`config.mk`:
```
export PLATFORM = sky130hd
export DESIGN_NAME = cr16_ctrl_fsm
export DESIGN_NICKNAME = d
export VERILOG_FILES = /design/src/rtl/cr16_pkg.sv /design/src/rtl/cr16_decode.sv /design/src/rtl/cr16_ctrl_fsm.sv
export SDC_FILE = /design/constraint.sdc
export NUM_CORES = 1
export LEC_CHECK = 0
export CORE_MARGIN = 2
export CORE_UTILIZATION = 40
export CTS_CLUSTER_SIZE = 20
export DETAILED_ROUTE_END_ITERATION = 7
export GPL_TIMING_DRIVEN = 0
export PLACE_DENSITY = 0.88
export SLEW_MARGIN = 20
export SYNTH_ARGS = -nofsm -noshare
export SYNTH_HDL_FRONTEND = slang
export SYNTH_SLANG_ARGS = --single-unit
```
`constraint.sdc`:
```
create_clock -name clk -period 3.6 [get_ports clk]
set_input_delay 0.36 -clock clk [delete_from_list [all_inputs] [get_ports clk]]
set_output_delay 0.36 -clock clk [all_outputs]
set_load 0.03 [all_outputs]
```
`src/rtl/cr16_pkg.sv`:
```
// CR16 control shared definitions: opcodes, ALU classes,
// branch conditions, sequencer states and decode bundle.
package cr16_pkg;

  localparam int OP_HI  = 15;
  localparam int OP_LO  = 12;
  localparam int RD_HI  = 11;
  localparam int RD_LO  = 8;
  localparam int EXT_HI = 7;
  localparam int EXT_LO = 4;

  localparam logic [3:0] OP_RTYPE = 4'b0000;
  localparam logic [3:0] OP_ANDI  = 4'b0001;
  localparam logic [3:0] OP_ORI   = 4'b0010;
  localparam logic [3:0] OP_XORI  = 4'b0011;
  localparam logic [3:0] OP_LDST  = 4'b0100;
  localparam logic [3:0] OP_ADDI  = 4'b0101;
  localparam logic [3:0] OP_SUBI  = 4'b1001;
  localparam logic [3:0] OP_CMPI  = 4'b1011;
  localparam logic [3:0] OP_BCOND = 4'b1100;
  localparam logic [3:0] OP_MOVI  = 4'b1101;

  localparam logic [3:0] EXT_LOAD = 4'b0000;
  localparam logic [3:0] EXT_STOR = 4'b0100;

  localparam logic [2:0] ALU_RTYPE = 3'b000;
  localparam logic [2:0] ALU_ADD   = 3'b001;
  localparam logic [2:0] ALU_SUB   = 3'b010;
  localparam logic [2:0] ALU_AND   = 3'b011;
  localparam logic [2:0] ALU_OR    = 3'b100;
  localparam logic [2:0] ALU_XOR   = 3'b101;
  localparam logic [2:0] ALU_PASSB = 3'b110;
  localparam logic [2:0] ALU_CMP   = 3'b111;

  localparam logic [3:0] CC_EQ = 4'b0000;
  localparam logic [3:0] CC_NE = 4'b0001;
  localparam logic [3:0] CC_LT = 4'b1100;
  localparam logic [3:0] CC_GE = 4'b1101;
  localparam logic [3:0] CC_UC = 4'b1110;

  typedef enum logic [2:0] {
    S_FETCH,
    S_DECODE,
    S_EXEC,
    S_MEM,
    S_WB
  } state_t;

  typedef enum logic [2:0] {
    CL_ALU,
    CL_IMM,
    CL_CMP,
    CL_LOAD,
    CL_STOR,
    CL_BR,
    CL_ILL
  } cls_t;

  typedef struct packed {
    cls_t       cls;
    logic [2:0] aluop;
    logic       imm_sel;
  } dec_t;

endpackage

```
`src/rtl/cr16_decode.sv`:
```
// CR16 instruction classifier: maps opcode/ext fields to an
// instruction class, ALU operation class and immediate select.
module cr16_decode
  import cr16_pkg::*;
(
  input  logic [3:0] i_op,
  input  logic [3:0] i_ext,
  output dec_t       o_dec
);

  always_comb begin
    o_dec = '{cls: CL_ILL, aluop: ALU_RTYPE, imm_sel: 1'b0};
    unique case (1'b1)
      i_op == OP_RTYPE: o_dec.cls = CL_ALU;
      i_op == OP_ADDI:  o_dec = '{CL_IMM, ALU_ADD, 1'b1};
      i_op == OP_SUBI:  o_dec = '{CL_IMM, ALU_SUB, 1'b1};
      i_op == OP_CMPI:  o_dec = '{CL_CMP, ALU_CMP, 1'b1};
      i_op == OP_ANDI:  o_dec = '{CL_IMM, ALU_AND, 1'b1};
      i_op == OP_ORI:   o_dec = '{CL_IMM, ALU_OR, 1'b1};
      i_op == OP_XORI:  o_dec = '{CL_IMM, ALU_XOR, 1'b1};
      i_op == OP_MOVI:  o_dec = '{CL_IMM, ALU_PASSB, 1'b1};
      i_op == OP_LDST && i_ext == EXT_LOAD:
        o_dec.cls = CL_LOAD;
      i_op == OP_LDST && i_ext == EXT_STOR:
        o_dec.cls = CL_STOR;
      i_op == OP_BCOND: o_dec.cls = CL_BR;
      default: ;
    endcase
  end

endmodule

```
`src/rtl/cr16_ctrl_fsm.sv`:
```
// CR16 multicycle sequencer: FETCH/DECODE/EXEC/MEM/WB with a
// req/ack memory handshake and branch condition evaluation.
module cr16_ctrl_fsm
  import cr16_pkg::*;
#(
  parameter logic [15:0] RESET_PC = 16'h0000,
  parameter int          WIDTH    = 16
) (
  input  logic             clk,
  input  logic             reset_n,
  input  logic [WIDTH-1:0] instr,
  input  logic             mem_ack,
  input  logic             flag_z,
  input  logic             flag_n,
  output logic             mem_req,
  output logic             mem_we,
  output logic             addr_sel,
  output logic             ir_load,
  output logic             pc_inc,
  output logic             pc_branch,
  output logic [15:0]      pc_init,
  output logic [2:0]       ALUop,
  output logic [3:0]       OPCodeExtention,
  output logic             imm_sel,
  output logic             reg_we,
  output logic             wb_sel,
  output logic             flags_we,
  output logic             illegal
);

  state_t           r_state;
  logic [WIDTH-1:0] r_ir;
  dec_t             w_dec;
  logic             w_run;
  logic             w_taken;
  logic             w_alu;
  logic             w_fetch;
  logic             w_mem;
  logic             w_unused_rs;

  assign w_unused_rs = ^r_ir[3:0];

  cr16_decode u_dec (
    .i_op  (r_ir[OP_HI:OP_LO]),
    .i_ext (r_ir[EXT_HI:EXT_LO]),
    .o_dec (w_dec)
  );

  always_comb begin
    w_taken = 1'b0;
    unique case (r_ir[RD_HI:RD_LO])
      CC_EQ:   w_taken = flag_z;
      CC_NE:   w_taken = !flag_z;
      CC_LT:   w_taken = flag_n;
      CC_GE:   w_taken = !flag_n;
      CC_UC:   w_taken = 1'b1;
      default: w_taken = 1'b0;
    endcase
  end

  always_ff @(posedge clk) begin
    if (!reset_n) begin
      r_state <= S_FETCH;
      r_ir    <= '0;
    end else begin
      unique case (r_state)
        S_FETCH: if (mem_ack) begin
          r_ir    <= instr;
          r_state <= S_DECODE;
        end
        S_DECODE: begin
          unique case (w_dec.cls)
            CL_LOAD, CL_STOR: r_state <= S_MEM;
            CL_ILL:           r_state <= S_FETCH;
            default:          r_state <= S_EXEC;
          endcase
        end
        S_EXEC: r_state <= S_FETCH;
        S_MEM: if (mem_ack) begin
          r_state <= (w_dec.cls == CL_STOR) ? S_FETCH : S_WB;
        end
        S_WB:    r_state <= S_FETCH;
        default: r_state <= S_FETCH;
      endcase
    end
  end

  // Strobes are gated by reset_n so they read zero in every reset cycle.
  assign w_run   = reset_n;
  assign w_fetch = w_run && r_state == S_FETCH;
  assign w_mem   = w_run && r_state == S_MEM;
  assign w_alu   = w_run && r_state == S_EXEC &&
                   (w_dec.cls == CL_ALU || w_dec.cls == CL_IMM ||
                    w_dec.cls == CL_CMP);

  assign mem_req   = w_fetch || w_mem;
  assign mem_we    = w_mem && w_dec.cls == CL_STOR;
  assign addr_sel  = w_mem;
  assign ir_load   = w_fetch && mem_ack;
  assign pc_inc    = w_fetch && mem_ack;
  assign pc_branch = w_run && r_state == S_EXEC &&
                     w_dec.cls == CL_BR && w_taken;
  assign pc_init   = RESET_PC;

  assign ALUop           = w_run ? w_dec.aluop : ALU_RTYPE;
  assign OPCodeExtention = w_run ? r_ir[EXT_HI:EXT_LO] : 4'h0;
  assign imm_sel         = w_run && w_dec.imm_sel;

  assign reg_we   = (w_alu && w_dec.cls != CL_CMP) ||
                    (w_run && r_state == S_WB);
  assign wb_sel   = w_run && r_state == S_WB;
  assign flags_we = w_alu &&
                    (w_dec.cls == CL_ALU || w_dec.cls == CL_CMP ||
                     w_dec.aluop == ALU_ADD || w_dec.aluop == ALU_SUB);
  assign illegal  = w_run && r_state == S_DECODE &&
                    w_dec.cls == CL_ILL;

endmodule

```
==> flow_metrics.env, run 1 <==
export IMPL_vias_per_cell=4.647
export IMPL_synth_compound_area_share_pct=19.29
export IMPL_yosys_area_top_type="dfxtp_1"
export IMPL_insertedDiodeCount=0
export IMPL_ir_worst_vdd_mv=0.2048
export IMPL_antenna_left=0
export IMPL_path_class="input pin to output pin"
export IMPL_grt_max_degree=11
export IMPL_clock_path_buffers=2
export IMPL_area_delta_synth_final_pct=43.41
export IMPL_outcome="completed"
export IMPL_end_kind="output pin"
export IMPL_wl_per_cell_um=11.10
export IMPL_yosysMostFrequentCell="nand2_1"
export IMPL_cp_start_kind="input pin"
export IMPL_grt_pass1_wl_mm=4.015
export IMPL_clk_latency_ps=290
export IMPL_hold_violations=0
export IMPL_worstPathArrival_ps=2460
export IMPL_start_util_pct=42.54
export IMPL_synth_top_area_share_pct=28.24
export IMPL_rsz0062_at_grt="false"
export IMPL_wirelength_mm=2.453
export IMPL_grt_ovfl_total=0
export IMPL_cts_htree_levels=1
export IMPL_dpl_hpwl_mm=1.910
export IMPL_fp_row_count=18
export IMPL_timing_max_cap_violations=0
export IMPL_core_area_mm2=0.002500
export IMPL_ys_seq_area_share_pct=28.24
export IMPL_synth_xor_area_share_pct=2.471
export IMPL_holdWs_ps=469.0
export IMPL_grt_pass1_vias=918
export IMPL_setup_violations=0
export IMPL_synth_edff_count=0
export IMPL_dr_pass1_iters=5
export IMPL_hold_class="register to register"
export IMPL_yosys_area_share_simple_pct=30.35
export IMPL_cp_max_fo=10
export IMPL_timing_final_crit_share_pct=78.37
export IMPL_groute_usage_overall_pct=16.57
export IMPL_drt_initial_drc_count=22
export IMPL_synth_ff_type="dfxtp_1"
export IMPL_final_setup_tns_ps=0
export IMPL_period_needed_ps=2821
export IMPL_synth_area_leaders="dfxtp_1 28%, buf_4 13%, nand2_1 11%"
export IMPL_synth_cell_types=34
export IMPL_leakagePower_nw=0.6644
export IMPL_gp_congestion=0.8182
export IMPL_num_io_pins=55
export IMPL_synth_top_family_by_area="simple AND/OR/NAND/NOR gates"
export IMPL_antenna_found_initial=0
export IMPL_final_nets=213
export IMPL_portBuffers=34
export IMPL_total_power_uw=455.8
export IMPL_cts_tree="done"
export IMPL_cts_hold_buffers=0
export IMPL_syn_area_per_cell_um2=7.707
export IMPL_num_vias=1027
export IMPL_synth_warning_count=0
export IMPL_synthCells=138
export IMPL_drc=0
export IMPL_post_cts_resized=0
export IMPL_synth_fa_ha_area_share_pct=0
export IMPL_synth_seq_cells=15
export IMPL_fin_skew_ps=10.43
export IMPL_synth_area_mm2=0.001064
export IMPL_postCtsSetupRepairBufs=0
export IMPL_muxShareOfSynthArea_pct=0
export IMPL_cts_buffers=3
export IMPL_synthArstFlopShare_pct=0
export IMPL_layout_drive_gt1_share_pct=16.23
export IMPL_netlist_top_cells_count="32 x nand2_1, 18 x buf_4, 15 x dfxtp_1"
export IMPL_worstPathRequired_ps=3240
export IMPL_fp_dieW_um=55.57
export IMPL_dieArea_mm2=0.003087
export IMPL_slew_viol_final=0
export IMPL_power_density_mw_per_mm2=298.8
export IMPL_die_y_um=55.57
export IMPL_clk_pin_slew_ps=80
export IMPL_cts_sinks=15
export IMPL_root_buffer="clkbuf_4"
export IMPL_max_freq_mhz=354.4
==> final timing paths <==
path | from | end | slack (ps) | cells past startpoint
worst max-delay path | mem_ack | pc_inc | 780 | 6
worst max register to register | r_state[1] | r_ir[10] | 2190 | 5
worst min-delay path | r_ir[4] | r_ir[4] | 470 | 2
worst min register to register | r_ir[4] | r_ir[4] | 470 | 2
==> layer usage <==
layer	vias up	GRT usage, %	part of all wire [%]
met5	-	0	0
met4	0	7.317	0.94
met3	2	4.918	5.9
met2	34	29.76	51
met1	455	17.71	42
li1	536	-	-
==> cells by family (layout without fill, tap and decap cells) <==
logic type | after synthesis | in the layout
AOI/OAI and AO/OA | 28 | 28
xor gates and xnor gates | 3 | 3
buffers and inverters | 31 | 69
DFF | 15 | 15
other | 1 | 16
and+or+nand+nor | 60 | 60
==> placed cells by master, fill, tap and decap left out, types with 4 or more instances in the layout <==
cell type / instances
a21oi_1: 4
dfxtp_1: 15
clkdlybuf4s50_1: 34
nor2_1: 4
buf_4: 18
a21boi_1: 10
and2_1: 6
nand2_1: 32
buf_2: 4
conb_1: 16
==> worst max-delay path: stages <==
cell and delay (ps):
clkdlybuf4s50_1 550, nor4b_4 340, buf_2 280, and2_1 170, buf_4 100, clkdlybuf4s50_1 660
==> power by group <==
| part | switching (mW) | leakage, nW | internal [mW] |
|---|---|---|---|
| logic | 0.0940 | 0.524 | 0.0791 |
| clock network | 0.0562 | 0.0177 | 0.0413 |
| registers | 0.00749 | 0.123 | 0.178 |
==> flip-flops by register name (all words and copies together) (netlist names) <==
name / flops
r_state: 3
r_ir: 12
==> cell type report <==
| type | instances | area (um2) |
|---|---|---|
| fillers | 214 | 974.7 |
| multi-input cells | 107 | 614.3 |
| repair buffers | 34 | 340.3 |
| flip-flops and latches | 15 | 300.3 |
| plain buffers | 28 | 193.9 |
| well taps | 30 | 37.54 |
| clock buffers | 3 | 22.52 |
| inverters | 3 | 11.26 |
| clock inverters | 1 | 5.005 |
==> stage by stage <==
stage	area [um2]	setup slack (ps)	utilization, %	instances
after CTS	1525	776.6	61.01	221
after global routing	1525	695.8	61.01	221
after detailed placement	1498	781.9	59.91	217
final	1525	778.5	61.01	221
after floorplan	1120	1454	-	153
after global placement	1498	836.5	59.91	217
Note: power is estimated with default switching activity, not from simulation.
==> run 2, diff against run 1 <==
Settings changed: CORE_UTILIZATION 40 to 35, PLACE_DENSITY 0.88 to 0.82.
Clock period 3.6 ns to 2.3 ns, I/O delays scaled along.
==> run 2 against run 1 <==
  * Global-route usage decreased by 2.6 points
  * Cell count increased by 1.4%
  * Sequential cell count unchanged
  * Wire length decreased by 6.5%
  * Sequential power increased by 56%
  * Non-clock buffer count unchanged
  * Critical endpoint is now ALUop[0]
  * Largest cell class unchanged
==> flow_metrics.env, run 2 (synthesis gave the netlist of run 1 again) <==
export IMPL_outcome="completed"
export IMPL_fin_skew_ps=5.086
export IMPL_wl_per_cell_um=10.24
export IMPL_drt_initial_drc_count=12
export IMPL_antenna_found_initial=0
export IMPL_drc=0
export IMPL_die_y_um=59.13
export IMPL_num_vias=1013
export IMPL_cts_buffers=3
export IMPL_cp_start_kind="input pin"
export IMPL_power_density_mw_per_mm2=474.0
export IMPL_antenna_left=0
export IMPL_most_common_layout_cells="32 x nand2_1, 27 x clkdlybuf4s50_1, 20 x buf_4"
export IMPL_timing_final_crit_share_pct=95.44
export IMPL_worstPathArrival_ps=1970
export IMPL_final_nets=213
export IMPL_dp_slack_ps=-225.2
export IMPL_core_area_mm2=0.002978
export IMPL_wirelength_mm=2.294
export IMPL_place_area_mm2=0.001501
export IMPL_path_class="input pin to output pin"
export IMPL_timing_max_cap_violations=0
export IMPL_ir_worst_vdd_mv=0.2416
export IMPL_stdcell_count=224
export IMPL_grt_max_degree=11
export IMPL_leakagePower_nw=0.6929
export IMPL_postCtsSetupRepairBufs=0
export IMPL_grt_pass1_wl_mm=3.629
export IMPL_hold_class="input pin to register"
export IMPL_gp_congestion=0.7395
export IMPL_dp_cells=220
export IMPL_root_buffer="clkbuf_4"
export IMPL_slowest_stage="clkdlybuf4s50_1"
export IMPL_path_cells="clkdlybuf4s50_1, clkbuf_2, nand3_1, a21oi_1, clkdlybuf4s50_1"
export IMPL_largest_reg_flops=12
export IMPL_end_kind="output pin"
export IMPL_start_util_pct=35.71
export IMPL_max_freq_mhz=455.6
export IMPL_cp_buffers_inverters=3
export IMPL_hold_violations=0
export IMPL_final_area_mm2=0.001523
export IMPL_dpl_hpwl_mm=1.757
export IMPL_grt_pass1_vias=870
export IMPL_cp_top_family="buffers and inverters"
export IMPL_final_fill_count=291
export IMPL_grt_ovfl_total=0
export IMPL_worstPathRequired_ps=2070
export IMPL_area_delta_synth_final_pct=43.18
export IMPL_clock_path_buffers=2
export IMPL_insertedDiodeCount=0
export IMPL_layout_drive_gt1_share_pct=18.32
export IMPL_critical_path_max_stage_delay_ps=690
export IMPL_dieArea_mm2=0.003496
export IMPL_slew_viol_final=0
export IMPL_clk_pin_slew_ps=100
export IMPL_fp_dieW_um=59.13
export IMPL_cts_sinks=15
export IMPL_setup_violations=0
export IMPL_portBuffers=34
export IMPL_crit_top_cell="clkdlybuf4s50_1"
export IMPL_utilization_pct=51.13
export IMPL_fp_row_count=20
export IMPL_reg_top3="r_ir: 12 flops, r_state: 3 flops"
export IMPL_clk_latency_ps=300
export IMPL_finalWorstSetupSlack_ps=105.0
export IMPL_num_io_pins=55
export IMPL_dr_pass1_iters=4
export IMPL_cp_max_fo=10
export IMPL_cts_htree_levels=1
export IMPL_period_needed_ps=2195
export IMPL_groute_usage_overall_pct=13.92
export IMPL_layout_commonest_cell="nand2_1"
export IMPL_cts_tree="done"
export IMPL_top_register="r_ir"
export IMPL_vias_per_cell=4.522
export IMPL_rsz0062_at_grt="false"
export IMPL_total_power_uw=721.8
[run 2: cell types whose count changed in the layout (fill, tap and decap cells not counted), sizes merged]
cell,previous run,this run
dlygate4sd2,0,5
buf,24,25
clkbuf,7,8
clkdlybuf4s50,34,27
clkinvlp,0,1
clkinv,1,0
[run 2: report_power, final]
group	internal, mW	switching (mW)
clock	0.0664	0.0979
sequential	0.278	0.0113
combinational	0.123	0.145
total	0.467	0.254
[run 2: per-layer routing]
metal | GRT usage (%) | wire length, um | share of wire [%]
met3 | 2.620 | 132 | 5.8
met1 | 16.09 | 1049 | 46
met5 | 0 | 0 | 0
met2 | 23.49 | 1056 | 46
met4 | 8.766 | 55 | 2.4
[run 2: stage by stage]
stage / TNS [ps] / hold slack (ps)
2_1_floorplan: 0 / 346.1
3_3_place_gp: -676.0 / 454.4
3_5_place_dp: -663.8 / 465.5
4_1_cts: 0 / 463.1
5_1_grt: 0 / 470.7
6_report: 0 / 459.0
[run 2: final timing paths]
kind | start | to | slack (ps) | cells past startpoint
max | reset_n | ALUop[0] | 100 | 5
min | instr[9] | r_ir[9] | 460 | 3
min reg2reg | r_ir[4] | r_ir[4] | 480 | 2
max reg2reg | r_state[1] | r_ir[6] | 910 | 5
[run 2: timing repair]
item | 4_1_cts | 5_1_grt
gates resized for setup | 10 | 3
setup endpoints to repair | 8 | 1
hold buffers | 0 | 0
[run 2: layout make-up]
class	instances	area, um2	share of cell area, %
plain buffers	28	198.9	13.06
clock buffers	3	22.52	1.479
clock inverters	1	7.507	0.4930
inverters	3	11.26	0.7395
multi-input cells	107	614.3	40.35
flip-flops and latches	15	300.3	19.72
well taps	33	41.29	2.712
repair buffers	34	326.6	21.45
[run 2: worst register-to-register path, cell delays in order (launching register included)]
cell      delay (ps)
dfxtp_1          310
buf_4            160
or4b_4           540
buf_6            160
nand2_1           60
a21boi_1          50
==> run 3, diff against run 2 <==
Settings changed: REMOVE_ABC_BUFFERS set to 1.
==> run 3 against run 2 <==
  * Hold slack improved by 9.5 ps
  * Non-clock buffer count fell by 27
  * Utilization fell by 6.1 points
  * Critical path depth fell by 1
  * Critical path type is now register to output pin
==> flow_metrics.env, run 3 (synthesis gave the netlist of run 1 again) <==
export IMPL_holdWs_ps=468.5
export IMPL_drt_initial_drc_count=39
export IMPL_r2r_cells=3
export IMPL_num_vias=914
export IMPL_end_kind="output pin"
export IMPL_fp_dieW_um=59.13
export IMPL_grt_pass1_wl_mm=3.456
export IMPL_antenna_left=0
export IMPL_setup_violations=0
export IMPL_cts_buffers=3
export IMPL_outcome="completed"
export IMPL_grt_pass1_vias=765
export IMPL_utilization_pct=45.08
export IMPL_dr_pass1_iters=4
export IMPL_area_delta_synth_final_pct=26.24
export IMPL_core_area_mm2=0.002978
export IMPL_wirelength_mm=2.164
export IMPL_seq_power_share_pct=46.5
export IMPL_groute_usage_overall_pct=13.02
export IMPL_vias_per_cell=4.640
export IMPL_dieArea_mm2=0.003496
export IMPL_gp_congestion=0.7608
export IMPL_fin_skew_ps=1.288
export IMPL_cts_sinks=15
export IMPL_cts_tree="done"
export IMPL_cts_htree_levels=1
export IMPL_portBuffers=34
export IMPL_layout_commonest_cell="nand2_1"
export IMPL_die_y_um=59.13
export IMPL_final_fill_count=329
export IMPL_cp_max_fo=8
export IMPL_startpoint="r_ir[13]"
export IMPL_place_area_mm2=0.001308
export IMPL_hold_violations=0
export IMPL_timing_max_cap_violations=0
export IMPL_clock_path_buffers=2
export IMPL_start_util_pct=35.71
export IMPL_grt_ovfl_total=0
export IMPL_hold_class="register to register"
export IMPL_insertedDiodeCount=0
export IMPL_reg_top3="r_ir: 12 flops, r_state: 3 flops"
export IMPL_final_setup_tns_ps=0
export IMPL_layout_drive_gt1_share_pct=4.878
export IMPL_worst_r2r_startpoint="r_state[0]"
export IMPL_num_io_pins=55
export IMPL_root_buffer="clkbuf_4"
export IMPL_top_register="r_ir"
export IMPL_most_common_layout_cells="32 x nand2_1, 29 x clkdlybuf4s50_1, 16 x conb_1"
export IMPL_share_comb_of_total_power_pct=31.6
export IMPL_leakagePower_nw=0.5629
export IMPL_final_nets=186
export IMPL_cp_start_kind="register"
export IMPL_max_freq_mhz=464.7
export IMPL_antenna_found_initial=0
export IMPL_period_needed_ps=2152
export IMPL_power_density_mw_per_mm2=494.4
export IMPL_reg2reg_slack_ps=930
export IMPL_largest_reg_flops=12
export IMPL_clk_latency_ps=270
export IMPL_pwr_share_clk_pct=21.8
export IMPL_timing_final_crit_share_pct=93.57
export IMPL_final_area_mm2=0.001343
export IMPL_endpoint="ALUop[2]"
export IMPL_drc=0
export IMPL_clk_pin_slew_ps=80
export IMPL_rsz0062_at_grt="false"
export IMPL_grt_max_degree=25
export IMPL_worstPathArrival_ps=1920
export IMPL_worstPathRequired_ps=2070
export IMPL_r2r_end="r_ir[11]"
export IMPL_slew_viol_final=0
export IMPL_switching_share_pct=34.25
export IMPL_ir_worst_vdd_mv=0.2088
export IMPL_p_int_uw=436.4
export IMPL_wl_per_cell_um=10.98
export IMPL_p_sw_uw=227.3
export IMPL_dpl_hpwl_mm=1.534
export IMPL_path_class="register to output pin"
export IMPL_fp_row_count=20
export IMPL_total_power_uw=663.8
## run 3: cell types whose count changed in the layout (fill, tap and decap cells not counted), sizes merged
cell,previous run,this run
dlygate4sd2,5,3
clkinvlp,1,0
clkdlybuf4s50,27,29
buf,25,1
dlymetal6s2s,0,1
clkbuf,8,4
clkdlybuf4s15,0,1
## run 3: critical path, stage by stage (launching register included)
cell and delay [ps]:
dfxtp_1 460, nor2b_1 160, o211a_1 160, a21boi_0 180, clkdlybuf4s50_1 690
## run 3: repair_timing
item / in CTS / in global routing
hold buffers: 0 / 0
gates resized for setup: 7 / 1
setup endpoints to repair: 14 / 1
buffers inserted: 1 / 0
pin swaps: 1 / 0
## run 3: worst min path at each step
stage | slack, ps | end | from | cells after the start
2_1_floorplan | 350 | r_state[2] | mem_ack | 2
3_3_place_gp | 460 | r_ir[7] | r_ir[7] | 2
6_report | 470 | r_ir[5] | r_ir[5] | 2
3_5_place_dp | 460 | r_ir[5] | r_ir[5] | 2
4_1_cts | 470 | r_ir[5] | r_ir[5] | 2
5_1_grt | 500 | r_ir[9] | instr[9] | 3
## run 3: final cells by class
| cell class | count | area, um2 | share of cell area [%] |
|---|---|---|---|
| inverters | 3 | 11.26 | 0.8388 |
| well taps | 33 | 41.29 | 3.075 |
| clock buffers | 4 | 26.28 | 1.957 |
| flip-flops and latches | 15 | 301.5 | 22.46 |
| repair buffers | 35 | 347.8 | 25.91 |
| multi-input cells | 107 | 614.3 | 45.76 |
## run 3: power by group through the flow
stage | Combinational (mW) | Sequential [mW] | Clock (mW)
finish | 0.210 | 0.309 | 0.145
global route | 0.230 | 0.314 | 0.166
CTS | 0.212 | 0.308 | 0.156
detailed placement | 0.209 | 0.314 | 0
global placement | 0.208 | 0.313 | 0
floorplan | 0.138 | 0.307 | 0
## run 3: per-layer routing
| layer | track usage [%] | vias to the layer above | share of wire [%] |
|---|---|---|---|
| met5 | 0 | - | 0 |
| met4 | 6.818 | 0 | 1.2 |
| met3 | 2.620 | 2 | 5.8 |
| met2 | 20.63 | 30 | 47 |
| met1 | 16.60 | 402 | 46 |
| li1 | - | 480 | - |
## run 3: through the flow
stage / setup WS, ps / std cells
after floorplan: 358.4 / 125
after global placement: -595.2 / 192
after detailed placement: -584.3 / 192
after CTS: 5.179 / 197
after global routing: 14.72 / 197
final: 148.0 / 197
